$ cat src/rtl/fu_exec_sequencer_pkg.sv
// Shared constants for the per-FU execution sequencer: FSM state encoding,
// configuration register addresses and run status codes.
package fu_exec_sequencer_pkg;

  typedef logic [1:0] state_t;

  localparam state_t S_IDLE  = 2'd0;
  localparam state_t S_CLEAR = 2'd1;
  localparam state_t S_RUN   = 2'd2;
  localparam state_t S_DONE  = 2'd3;

  localparam logic [1:0] CFG_DELAY   = 2'd0;
  localparam logic [1:0] CFG_FORK    = 2'd1;
  localparam logic [1:0] CFG_TARGET  = 2'd2;
  localparam logic [1:0] CFG_TIMEOUT = 2'd3;

  localparam logic [1:0] ST_OK      = 2'd0;
  localparam logic [1:0] ST_TIMEOUT = 2'd1;
  localparam logic [1:0] ST_ABORT   = 2'd2;

endpackage

$ cat src/rtl/fu_exec_sequencer_timer.sv
// Saturating stall counter. The hit output flags that this cycle's increment
// brings the count up to a non-zero limit, so the owner can leave RUN on the
// very cycle the limit is reached.
module exec_stall_timer #(
  parameter int TO_W = 16
) (
  input  logic            clk,
  input  logic            rst,
  input  logic            clr,
  input  logic            inc,
  input  logic [TO_W-1:0] limit,
  output logic            hit
);

  logic [TO_W-1:0] count_r;
  logic [TO_W-1:0] count_inc_s;

  // Saturating increment value and limit compare on the incremented count.
  always_comb begin
    count_inc_s = count_r;
    if (count_r == {TO_W{1'b1}}) begin
      count_inc_s = count_r;
    end else begin
      count_inc_s = count_r + {{(TO_W-1){1'b0}}, 1'b1};
    end
    hit = inc && (limit != {TO_W{1'b0}}) && (count_inc_s == limit);
  end

  // Stall count register: clear wins over increment.
  always_ff @(posedge clk or posedge rst) begin
    if (rst) begin
      count_r <= {TO_W{1'b0}};
    end else if (clr) begin
      count_r <= {TO_W{1'b0}};
    end else if (inc) begin
      count_r <= count_inc_s;
    end else begin
      count_r <= count_r;
    end
  end

endmodule

$ cat src/rtl/fu_exec_sequencer.sv
// Per-FU execution sequencer: holds FU configuration, clears the FU before a
// run, then counts output tokens until target, stall timeout or abort.
module fu_exec_sequencer
  import fu_exec_sequencer_pkg::*;
#(
  parameter int CNT_W = 32,
  parameter int TO_W  = 16
) (
  input  logic             clk_i,
  input  logic             rst_i,
  input  logic             cfg_we_i,
  input  logic [1:0]       cfg_addr_i,
  input  logic [31:0]      cfg_data_i,
  input  logic             start_i,
  input  logic             abort_i,
  input  logic             fu_out_v_i,
  output logic             fu_clr_o,
  output logic             fu_initial_valid_o,
  output logic [15:0]      fu_delay_value_o,
  output logic [5:0]       fu_fork_mask_o,
  output logic             busy_o,
  output logic             done_o,
  output logic [1:0]       status_o,
  output logic [CNT_W-1:0] token_count_o
);

  state_t           state_r, state_nxt_s;
  logic             initial_valid_r;
  logic [15:0]      delay_r;
  logic [5:0]       fork_r;
  logic [CNT_W-1:0] target_r;
  logic [TO_W-1:0]  limit_r;
  logic [CNT_W-1:0] count_r, count_nxt_s;
  logic [1:0]       status_r, status_nxt_s;
  logic             busy_r, done_r, clr_r;
  logic             start_s, target_hit_s, timer_clr_s, timer_inc_s, timer_hit_s;
  logic             run_s;

  assign run_s       = (state_r == S_RUN);
  assign timer_clr_s = start_s || (run_s && fu_out_v_i);
  assign timer_inc_s = run_s && !fu_out_v_i;

  exec_stall_timer #(.TO_W(TO_W)) u_timer (
    .clk   (clk_i),
    .rst   (rst_i),
    .clr   (timer_clr_s),
    .inc   (timer_inc_s),
    .limit (limit_r),
    .hit   (timer_hit_s)
  );

  // Next-state, token count and status decode; end conditions in priority order.
  always_comb begin
    state_nxt_s  = state_r;
    count_nxt_s  = count_r;
    status_nxt_s = status_r;
    start_s      = 1'b0;
    target_hit_s = fu_out_v_i && (count_r != {CNT_W{1'b1}}) &&
                   ((count_r + {{(CNT_W-1){1'b0}}, 1'b1}) == target_r);
    case (state_r)
      S_IDLE: begin
        if (start_i) begin
          state_nxt_s  = S_CLEAR;
          count_nxt_s  = {CNT_W{1'b0}};
          status_nxt_s = ST_OK;
          start_s      = 1'b1;
        end else begin
          state_nxt_s = S_IDLE;
        end
      end
      S_CLEAR: state_nxt_s = S_RUN;
      S_RUN: begin
        if (fu_out_v_i && (count_r != {CNT_W{1'b1}})) begin
          count_nxt_s = count_r + {{(CNT_W-1){1'b0}}, 1'b1};
        end else begin
          count_nxt_s = count_r;
        end
        if (abort_i) begin
          state_nxt_s  = S_DONE;
          status_nxt_s = ST_ABORT;
        end else if (target_r == {CNT_W{1'b0}} || target_hit_s) begin
          state_nxt_s  = S_DONE;
          status_nxt_s = ST_OK;
        end else if (timer_hit_s) begin
          state_nxt_s  = S_DONE;
          status_nxt_s = ST_TIMEOUT;
        end else begin
          state_nxt_s = S_RUN;
        end
      end
      S_DONE:  state_nxt_s = S_IDLE;
      default: state_nxt_s = S_IDLE;
    endcase
  end

  // FSM, counter, status and state-decoded outputs, all registered.
  always_ff @(posedge clk_i or posedge rst_i) begin
    if (rst_i) begin
      state_r  <= S_IDLE;
      count_r  <= {CNT_W{1'b0}};
      status_r <= ST_OK;
      busy_r   <= 1'b0;
      done_r   <= 1'b0;
      clr_r    <= 1'b1;
    end else begin
      state_r  <= state_nxt_s;
      count_r  <= count_nxt_s;
      status_r <= status_nxt_s;
      busy_r   <= (state_nxt_s != S_IDLE);
      done_r   <= (state_nxt_s == S_DONE);
      clr_r    <= (state_nxt_s != S_RUN);
    end
  end

  // Configuration registers; writes only land while idle so the FU sees
  // stable configuration for the whole CLEAR/RUN window.
  always_ff @(posedge clk_i or posedge rst_i) begin
    if (rst_i) begin
      initial_valid_r <= 1'b0;
      delay_r         <= 16'd0;
      fork_r          <= 6'd0;
      target_r        <= {CNT_W{1'b0}};
      limit_r         <= {TO_W{1'b0}};
    end else if (cfg_we_i && (state_r == S_IDLE)) begin
      case (cfg_addr_i)
        CFG_DELAY: begin
          initial_valid_r <= cfg_data_i[16];
          delay_r         <= cfg_data_i[15:0];
        end
        CFG_FORK:    fork_r   <= cfg_data_i[5:0];
        CFG_TARGET:  target_r <= cfg_data_i[CNT_W-1:0];
        CFG_TIMEOUT: limit_r  <= cfg_data_i[TO_W-1:0];
        default:     fork_r   <= fork_r;
      endcase
    end else begin
      fork_r <= fork_r;
    end
  end

  assign fu_clr_o           = clr_r;
  assign fu_initial_valid_o = initial_valid_r;
  assign fu_delay_value_o   = delay_r;
  assign fu_fork_mask_o     = fork_r;
  assign busy_o             = busy_r;
  assign done_o             = done_r;
  assign status_o           = status_r;
  assign token_count_o      = count_r;

endmodule

$ cat config.mk
export PLATFORM = sky130hd
export DESIGN_NAME = fu_exec_sequencer
export DESIGN_NICKNAME = d
export VERILOG_FILES = /design/src/rtl/fu_exec_sequencer_pkg.sv /design/src/rtl/fu_exec_sequencer_timer.sv /design/src/rtl/fu_exec_sequencer.sv
export SDC_FILE = /design/constraint.sdc
export NUM_CORES = 1
export LEC_CHECK = 0
export BUFFER_PORTS_ARGS = -buffer_cell sky130_fd_sc_hd__buf_4
export CORE_ASPECT_RATIO = 0.7
export CORE_MARGIN = 1.5
export CORE_UTILIZATION = 50
export DETAILED_ROUTE_END_ITERATION = 10
export PLACE_DENSITY = 0.71
export RECOVER_POWER = 25
export SYNTH_ARGS = -nofsm -noshare
export SYNTH_HDL_FRONTEND = slang
export SYNTH_SLANG_ARGS = --single-unit
$ cat constraint.sdc
create_clock -name clk_i -period 4.6 [get_ports clk_i]
set_clock_uncertainty 0.15 [all_clocks]
set_input_delay 0.23 -clock clk_i [delete_from_list [all_inputs] [get_ports clk_i]]
set_output_delay 0.23 -clock clk_i [all_outputs]
set_load 0.03 [all_outputs]
==> run_results.csv, run 1 <==
group,metric,value,unit
status,status,"finished, violations left",
status,violations,"capacitance limit, slew limit",
clocking,cts_tree,"done",
placement,io_buffers,99,
clocking,cts_max_path_buffers,2,
clocking,cts.clk_slew.worst_paths,0.07,ns
synth,synth_area_leader_cell,"dfrtp_1",
sta,finalCritPeriodShare,0.840,
clocking,cts_made_buffers,17,
drt,ant_nets,0,
power_and_ir_drop,ir_drop,383,uV
drt,drtPass1Iterations,5,
critical_path,cp.arrival,4.06,ns
die,core_area,14900,um2
drt,routed_wl,23.8,mm
synth,ys_seq_elements,126,
run,drv_cap,2,
global_route,grt_max_degree,59,
sta,drv_slew,72,
sta,clock.fmax,0.259,GHz
critical_path,criticalPathCategory,"reg2reg",
critical_path,worst_setup_path_start_kind,"register",
sta,hold_ws,0.0341,ns
final_layout,drive_above_1_share,0.216,
power_and_ir_drop,leakage,3.83,nW
placement,routabilityCongestion,0.977,
synth,ys_top_cells_by_area,"dfrtp_1, mux2_2, xnor2_1",
global_route,grt_overflow_total,0,
synth,synth-edff-count,0,
sta,finalSetupTns,0,ns
die,pin_count,100,
die,floorplan.initialDensity,0.518,
final_layout,syn2layout_area_growth,21.7,%
synth,synth.avg_cell_area,9.42,um2
critical_path,cp_data_required_time,4.80,ns
synth,synth-warning-count,0,
global_route,first_global_vias,6787,
worst_hold_path,hp-class,"in2reg",
die,die_height,107,um
sta,hold_viol_final,0,
synth,synthesis.nets,864,
sta,period_needed,3.86,ns
die,die_w,152,um
critical_path,critPathMaxFanout,12,
critical_path,path_buf_inv,0,
critical_path,critPathCaptureType,"register",
synth,synth-async-reset-ratio,1.00,
drt,viasPerCell,6.39,
final_layout,antennaDiodeCount,0,
final_layout,final_nets,971,
clocking,cts-root-buf,"clkbuf_16",
synth,ys_seq_area_frac,0.408,
synth,syn-cell-area,7730,um2
clocking,ctsHoldBuffers,35,
critical_path,cpLargestDelayFamily,"simple AND/OR/NAND/NOR gates",
drt,routedWlPerCell,20.9,um
critical_path,crit_path_cell_trace,"nand4_1 -> nor4_4 -> a21oi_1 -> or4b_1 -> nor4_2 -> nand4_1 -> o31ai_1 -> o21ai_1 -> a21boi_1",
synth,yosysMostFrequentCell,"dfrtp_1",
global_route,antenna_found_initial,0,
global_route,grt_pass1_wl,38.1,mm
drt,vias,7255,
drt,drc,0,
critical_path,critPathSlowestCell,"or4b_1",
global_route,gr-usage-all-layers,0.307,
clocking,post_cts_resize_count,0,
clocking,worstSkewPairLatency,0.43,ns
synth,synth_cell_types,71,
critical_path,cpMostUsedCell,"nand4_1",
sta,worstMarginPinSlew,1.90,ns
clocking,cts_htree_levels,4,
clocking,clock_sinks,126,
die,rows,37,
synth,synth_top_cell_area_share,0.405,
clocking,cts_setup_buffers,0,
sta,setup_viol,0,
synth,synth_commonest_cells,"dfrtp_1, mux2_2, nand2_1",
power_and_ir_drop,power_density,570,nW/um2
die,die-area,16200,um2
critical_path,slowest_delay,0.61,ns
placement,hpwl,16.9,mm
synth,syn_inst,820,
drt,drt_first_iter_violations,828,
sta,slew_headroom,-0.267,
synth,synthFlopType,"dfrtp_1",
sta,rsz0062_at_grt,"no",
==> sequential cells by signal, indices dropped and copies added, names as in the netlist <==
signal,cells
busy_o,1
done_o,1
fu_clr_o,1
fu_delay_value_o,16
fu_fork_mask_o,6
fu_initial_valid_o,1
limit_r,16
state_r,2
status_o,2
target_r,32
token_count_o,32
u_timer.count_r,16
==> per-layer routing <==
layer	global-route usage	part of all wire	up-vias
met4	0.0584	0.012	0
met5	0	0	-
met1	0.479	0.48	3573
met3	0.0779	0.092	34
met2	0.426	0.42	349
li1	-	-	3299
==> path summary, 6_finish.rpt <==
kind	startpoint	endpoint	slack [ns]	cells past startpoint
max	token_count_o[3]	done_o	0.74	9
min	abort_i	status_o[1]	0.03	3
max reg2reg	token_count_o[3]	done_o	0.74	9
min reg2reg	fu_delay_value_o[8]	fu_delay_value_o[8]	0.36	1
max in group asynchronous	rst_i	token_count_o[22]	1.26	4
min in group asynchronous	rst_i	u_timer.count_r[11]	0.65	3
==> worst register-to-register path, stage by stage (launching register included) <==
cell and delay (ns):
dfrtp_1 0.57, nand4_1 0.57, nor4_4 0.61, a21oi_1 0.12, or4b_1 0.61, nor4_2 0.25
nand4_1 0.16, o31ai_1 0.36, o21ai_1 0.20, a21boi_1 0.18
==> stage by stage <==
| stage | util | std cells | worst slack, ns | cell area [um2] | total power, W |
|---|---|---|---|---|---|
| after floorplan | - | 820 | 0.866 | 7730 | 0.00328 |
| after global placement | 0.575 | 1068 | 1.01 | 8570 | 0.00397 |
| after detailed placement | 0.575 | 1068 | 0.842 | 8570 | 0.00405 |
| after CTS | 0.639 | 1135 | 0.826 | 9520 | 0.00544 |
| after global routing | 0.631 | 1135 | 0.401 | 9400 | 0.00564 |
| final | 0.631 | 1135 | 0.737 | 9400 | 0.00536 |
==> where the power goes <==
| part | internal, W | switching, W |
|---|---|---|
| registers | 0.00148 | 0.000484 |
| clock network | 0.000730 | 0.000620 |
| logic | 0.000830 | 0.00122 |
| total | 0.00304 | 0.00232 |
==> cell families (layout without fill, tap and decap cells) <==
kind of cell / after synthesis / after routing / synth area share
compound gates: 180 / 180 / 0.151
fa+ha+maj: 5 / 5 / 0.00777
xor+xnor: 49 / 49 / 0.0555
buf+inv: 78 / 198 / 0.0421
mux: 81 / 81 / 0.117
simple gates: 301 / 301 / 0.219
flops: 126 / 126 / 0.408
==> layout by cell type, fill, tap and decap left out, types with 33 or more instances in the layout <==
cell type / netlist / layout
dfrtp_1: 125 / 125
buf_4: 2 / 78
mux2_2: 73 / 73
nand2_1: 64 / 64
a21oi_1: 50 / 50
o21ai_0: 42 / 42
nor2_1: 38 / 38
dlygate4sd3_1: 0 / 35
xnor2_1: 33 / 33
clkbuf_1: 37 / 33
==> layout make-up <==
cell class                      instances  area, um2
Timing Repair Buffer                  147       1070
Clock buffer                           17        425
Multi-Input combinational cell        616       4270
Sequential cell                       126       3150
Clock inverter                         15        175
Inverter                               19       72.6
Tap cell                              195        244
Fill cell                            1243       5500
Power figures use the tool's default switching activity.
==> inputs of run 2 (changes only) <==
Clock period 4.6 ns to 4 ns, I/O delays scaled along.
==> run_results.csv, run 2 (synthesis results as in run 1) <==
group,metric,value,unit
status,status,"completed",
drt,drc,0,
critical_path,cp.arrival,3.86,ns
drt,drt_first_iter_violations,845,
final_layout,layout_commonest_cell,"dfrtp_1",
sta,clock.fmax,0.273,GHz
sta,period_needed,3.67,ns
final_layout,syn2layout_area_growth,21.7,%
final_layout,antennaDiodeCount,0,
die,rows,37,
sta,finalCritPeriodShare,0.917,
drt,routedWlPerCell,20.6,um
power_and_ir_drop,leakage,3.83,nW
die,core_area,14900,um2
critical_path,worst_r2r_endpoint,"done_o",
drt,ant_nets,0,
critical_path,r2r_start,"token_count_o[0]",
drt,viasPerCell,6.39,
sta,slew_headroom,0.254,
worst_hold_path,hp-class,"in2reg",
global_route,grt_overflow_total,0,
drt,vias,7303,
clocking,cts_setup_buffers,0,
critical_path,r2r_slack,0.33,ns
clocking,worstSkewPairLatency,0.43,ns
placement,post-place-ws,0.446,ns
critical_path,worstSetupStartpoint,"token_count_o[0]",
critical_path,cp_data_required_time,4.19,ns
clocking,clock_sinks,126,
placement,routabilityCongestion,0.979,
die,floorplan.initialDensity,0.518,
global_route,grt_max_degree,80,
critical_path,critPathCaptureType,"register",
critical_path,rr_worst_depth,10,
final_layout,final_nets,978,
clocking,cts_tree,"done",
global_route,first_global_vias,6721,
power_and_ir_drop,p_total,0.00610,W
sta,hold_viol_final,0,
sta,rsz0062_at_grt,"no",
die,die_height,107,um
power_and_ir_drop,ir_drop,513,uV
run,drv_cap,0,
clocking,cts_made_buffers,17,
placement,hpwl,16.7,mm
critical_path,worst_setup_path_start_kind,"register",
power_and_ir_drop,power_density,649,nW/um2
placement,io_buffers,99,
global_route,grt_pass1_wl,36.7,mm
critical_path,criticalPathCategory,"reg2reg",
critical_path,critPathMaxFanout,8,
global_route,gr-usage-all-layers,0.299,
final_layout,most-common-layout-cells,"dfrtp_1, buf_4, mux2_2",
sta,drv_slew,0,
drt,drtPass1Iterations,6,
clocking,cts_htree_levels,4,
clocking,cts.clk_slew.worst_paths,0.06,ns
clocking,cts-root-buf,"clkbuf_16",
sta,worstMarginPinSlew,1.11,ns
critical_path,endpoint,"done_o",
worst_hold_path,hold_depth,4,
sta,setup_viol,0,
sta,finalSetupTns,0,ns
global_route,antenna_found_initial,0,
die,die_w,152,um
final_layout,drive_above_1_share,0.213,
die,pin_count,100,
drt,routed_wl,23.6,mm
sta,final.setup.worst_slack,0.333,ns
final_layout,final_core_util,0.631,
die,die-area,16200,um2
clocking,cts_max_path_buffers,2,
final_layout,nFillCells,1254,
==> run 2: final cells by class <==
type | instances | area (um2) | share of cell area
multi-input cells | 616 | 4260 | 0.453
flip-flops and latches | 126 | 3150 | 0.336
repair buffers | 154 | 1110 | 0.118
clock buffers | 17 | 425 | 0.0452
well taps | 195 | 244 | 0.0260
clock inverters | 15 | 136 | 0.0145
inverters | 19 | 73.8 | 0.00785
==> run 2: worst min-delay path by stage <==
stage                               from                   to  slack (ns)
final                      cfg_addr_i[0]  fu_delay_value_o[9]        0.24
after global routing       cfg_addr_i[0]  fu_delay_value_o[9]        0.24
after CTS                  cfg_addr_i[0]  fu_delay_value_o[2]        0.22
after detailed placement  cfg_data_i[17]         target_r[17]        0.29
after global placement    cfg_data_i[21]         target_r[21]        0.28
after floorplan           cfg_data_i[30]         target_r[30]        0.20
==> run 2: where the power goes <==
| group | leakage [nW] | internal [W] | switching (W) |
|---|---|---|---|
| Sequential | 1.61 | 0.00170 | 0.000547 |
| Combinational | 1.95 | 0.000962 | 0.00139 |
| Clock | 0.278 | 0.000823 | 0.000670 |
| Total | 3.83 | 0.00349 | 0.00261 |
==> run 2: metal layers <==
layer | GRT usage | part of all wire | vias up
met5 | 0 | 0 | -
met4 | 0.0859 | 0.017 | 0
met3 | 0.0728 | 0.099 | 44
met2 | 0.416 | 0.41 | 427
met1 | 0.456 | 0.47 | 3530
li1 | - | - | 3302
==> run 2: repair_timing <==
| action | in CTS | in global routing |
|---|---|---|
| hold buffers | 36 | 0 |
| hold endpoints to repair | 150 | 0 |
| gates resized for setup | 0 | 0 |
==> run 2: worst max-delay path, stage by stage, from the launching register on <==
cell       delay (ns)
dfrtp_1          0.46
ha_1             0.34
nand4_2          0.23
or3_1            0.56
or3_1            0.51
xnor2_1          0.17
nor3_1           0.19
o2111ai_1        0.19
o31ai_1          0.36
o21ai_1          0.20
a21boi_1         0.21
==> run 2: per-stage QoR <==
stage / instances / area, um2 / hold WS (ns)
finish: 1142 / 9400 / 0.236
global route: 1142 / 9400 / 0.241
CTS: 1142 / 9550 / 0.219
detailed placement: 1074 / 8630 / 0.289
global placement: 1074 / 8630 / 0.283
floorplan: 820 / 7730 / 0.201
==> inputs of run 3 (changes only) <==
Settings changed: SETUP_SLACK_MARGIN set to 0.5.
==> run_results.csv, run 3 (synthesis results as in run 1) <==
group,metric,value,unit
status,status,"completed",
clocking,clock_sinks,126,
die,floorplan.initialDensity,0.518,
drt,routed_wl,24.4,mm
clocking,cts.clk_slew.worst_paths,0.07,ns
die,die_w,152,um
placement,placedCellCount,1073,
global_route,first_global_vias,6938,
final_layout,layout_commonest_cell,"dfrtp_1",
clocking,cts_max_path_buffers,2,
die,pin_count,100,
final_layout,final_core_util,0.650,
die,die_height,107,um
sta,worstMarginPinSlew,1.11,ns
drt,viasPerCell,6.49,
critical_path,worst_setup_path_start_kind,"register",
global_route,grt_overflow_total,0,
placement,hpwl,17.1,mm
clocking,cts_tree,"done",
sta,finalCritPeriodShare,0.854,
power_and_ir_drop,power_density,659,nW/um2
clocking,cts_made_buffers,17,
critical_path,cp.arrival,3.55,ns
clocking,cts_htree_levels,4,
clocking,cts-root-buf,"clkbuf_16",
final_layout,antennaDiodeCount,0,
sta,slew_headroom,0.254,
placement,io_buffers,99,
final_layout,drive_above_1_share,0.268,
sta,clock.fmax,0.293,GHz
placement,routabilityCongestion,0.953,
worst_hold_path,hp-class,"in2reg",
die,die-area,16200,um2
global_route,grt_pass1_wl,38.5,mm
clocking,worstSkewPairLatency,0.42,ns
drt,drc,0,
critical_path,critPathMaxFanout,12,
final_layout,multi_input_area,4290,um2
power_and_ir_drop,leakage,4.02,nW
sta,finalSetupTns,0,ns
drt,routedWlPerCell,21.3,um
critical_path,cp_data_required_time,4.14,ns
final_layout,final_nets,980,
die,rows,37,
final_layout,most-common-layout-cells,"dfrtp_1, buf_4, mux2_2",
critical_path,critPathCaptureType,"register",
sta,period_needed,3.41,ns
global_route,grt_max_degree,127,
drt,vias,7424,
sta,setup_viol,0,
final_layout,nFillCells,1200,
drt,drtPass1Iterations,5,
sta,hold_viol_final,0,
die,core_area,14900,um2
final_layout,seq_area,3160,um2
critical_path,criticalPathCategory,"reg2reg",
run,drv_cap,0,
drt,ant_nets,0,
sta,drv_slew,0,
sta,rsz0062_at_grt,"no",
final_layout,stdcell_count,1144,
drt,drt_first_iter_violations,844,
global_route,antenna_found_initial,0,
power_and_ir_drop,ir_drop,513,uV
global_route,gr-usage-all-layers,0.310,
final_layout,syn2layout_area_growth,25.3,%
run 3: cell count changes in the layout (fill, tap and decap cells not counted), sizes merged:
| cell | delta |
|---|---|
| clkbuf | -39 |
| clkinv | +5 |
| inv | -6 |
| bufinv | +1 |
| buf | +41 |
run 3: where the power goes:
part / total, W / internal (W) / switching [W]
clock: 0.00161 / 0.000906 / 0.000708
sequential: 0.00227 / 0.00170 / 0.000562
combinational: 0.00250 / 0.00109 / 0.00141
run 3: area by class of cell:
| class | instances | area share |
|---|---|---|
| repair buffers | 156 | 0.132 |
| well taps | 195 | 0.0252 |
| inverters | 19 | 0.00775 |
| multi-input cells | 616 | 0.443 |
| clock buffers | 17 | 0.0439 |
| clock inverters | 15 | 0.0207 |
| flip-flops and latches | 126 | 0.327 |
run 3: repair_timing:
| item | CTS | global route |
|---|---|---|
| resized for setup | 2 | 11 |
| hold endpoints to repair | 200 | 0 |
| hold buffers | 36 | 0 |
| setup buffers | 0 | 3 |
| setup endpoints to repair | 3 | 8 |
| pin swaps | 0 | 2 |
run 3: final timing paths:
check / start / end / slack, ns / depth (start not counted)
max: token_count_o[3] / status_o[0] / 0.59 / 9
min: cfg_addr_i[1] / fu_delay_value_o[9] / 0.24 / 4
max in group asynchronous: rst_i / token_count_o[1] / 2.77 / 4
min reg2reg: fu_fork_mask_o[5] / fu_fork_mask_o[5] / 0.36 / 1
max reg2reg: token_count_o[3] / status_o[0] / 0.59 / 9
min in group asynchronous: rst_i / target_r[31] / 0.40 / 4
run 3: through the flow:
step | setup WS (ns) | total power [W] | hold WS, ns | cell area (um2)
6_report | 0.586 | 0.00638 | 0.244 | 9680
5_1_grt | 0.498 | 0.00670 | 0.248 | 9680
4_1_cts | 0.532 | 0.00634 | 0.233 | 9630
3_5_place_dp | 0.499 | 0.00466 | 0.287 | 8640
3_3_place_gp | 0.616 | 0.00456 | 0.282 | 8640
2_1_floorplan | 0.669 | 0.00377 | 0.201 | 7730
run 3: per-layer routing:
| metal | part of all wire | track usage |
|---|---|---|
| met4 | 0.021 | 0.0831 |
| met3 | 0.11 | 0.0685 |
| met2 | 0.42 | 0.431 |
| met1 | 0.45 | 0.480 |
| met5 | 0 | 0 |
run 3: critical path, stage by stage, from the launching register on:
cell	delay [ns]
dfrtp_2	0.50
nand4_1	0.26
nor4_4	0.45
a21oi_1	0.12
or4b_1	0.60
nor4_2	0.31
nand4_1	0.22
or3_1	0.39
a32oi_1	0.21
o21ai_1	0.08
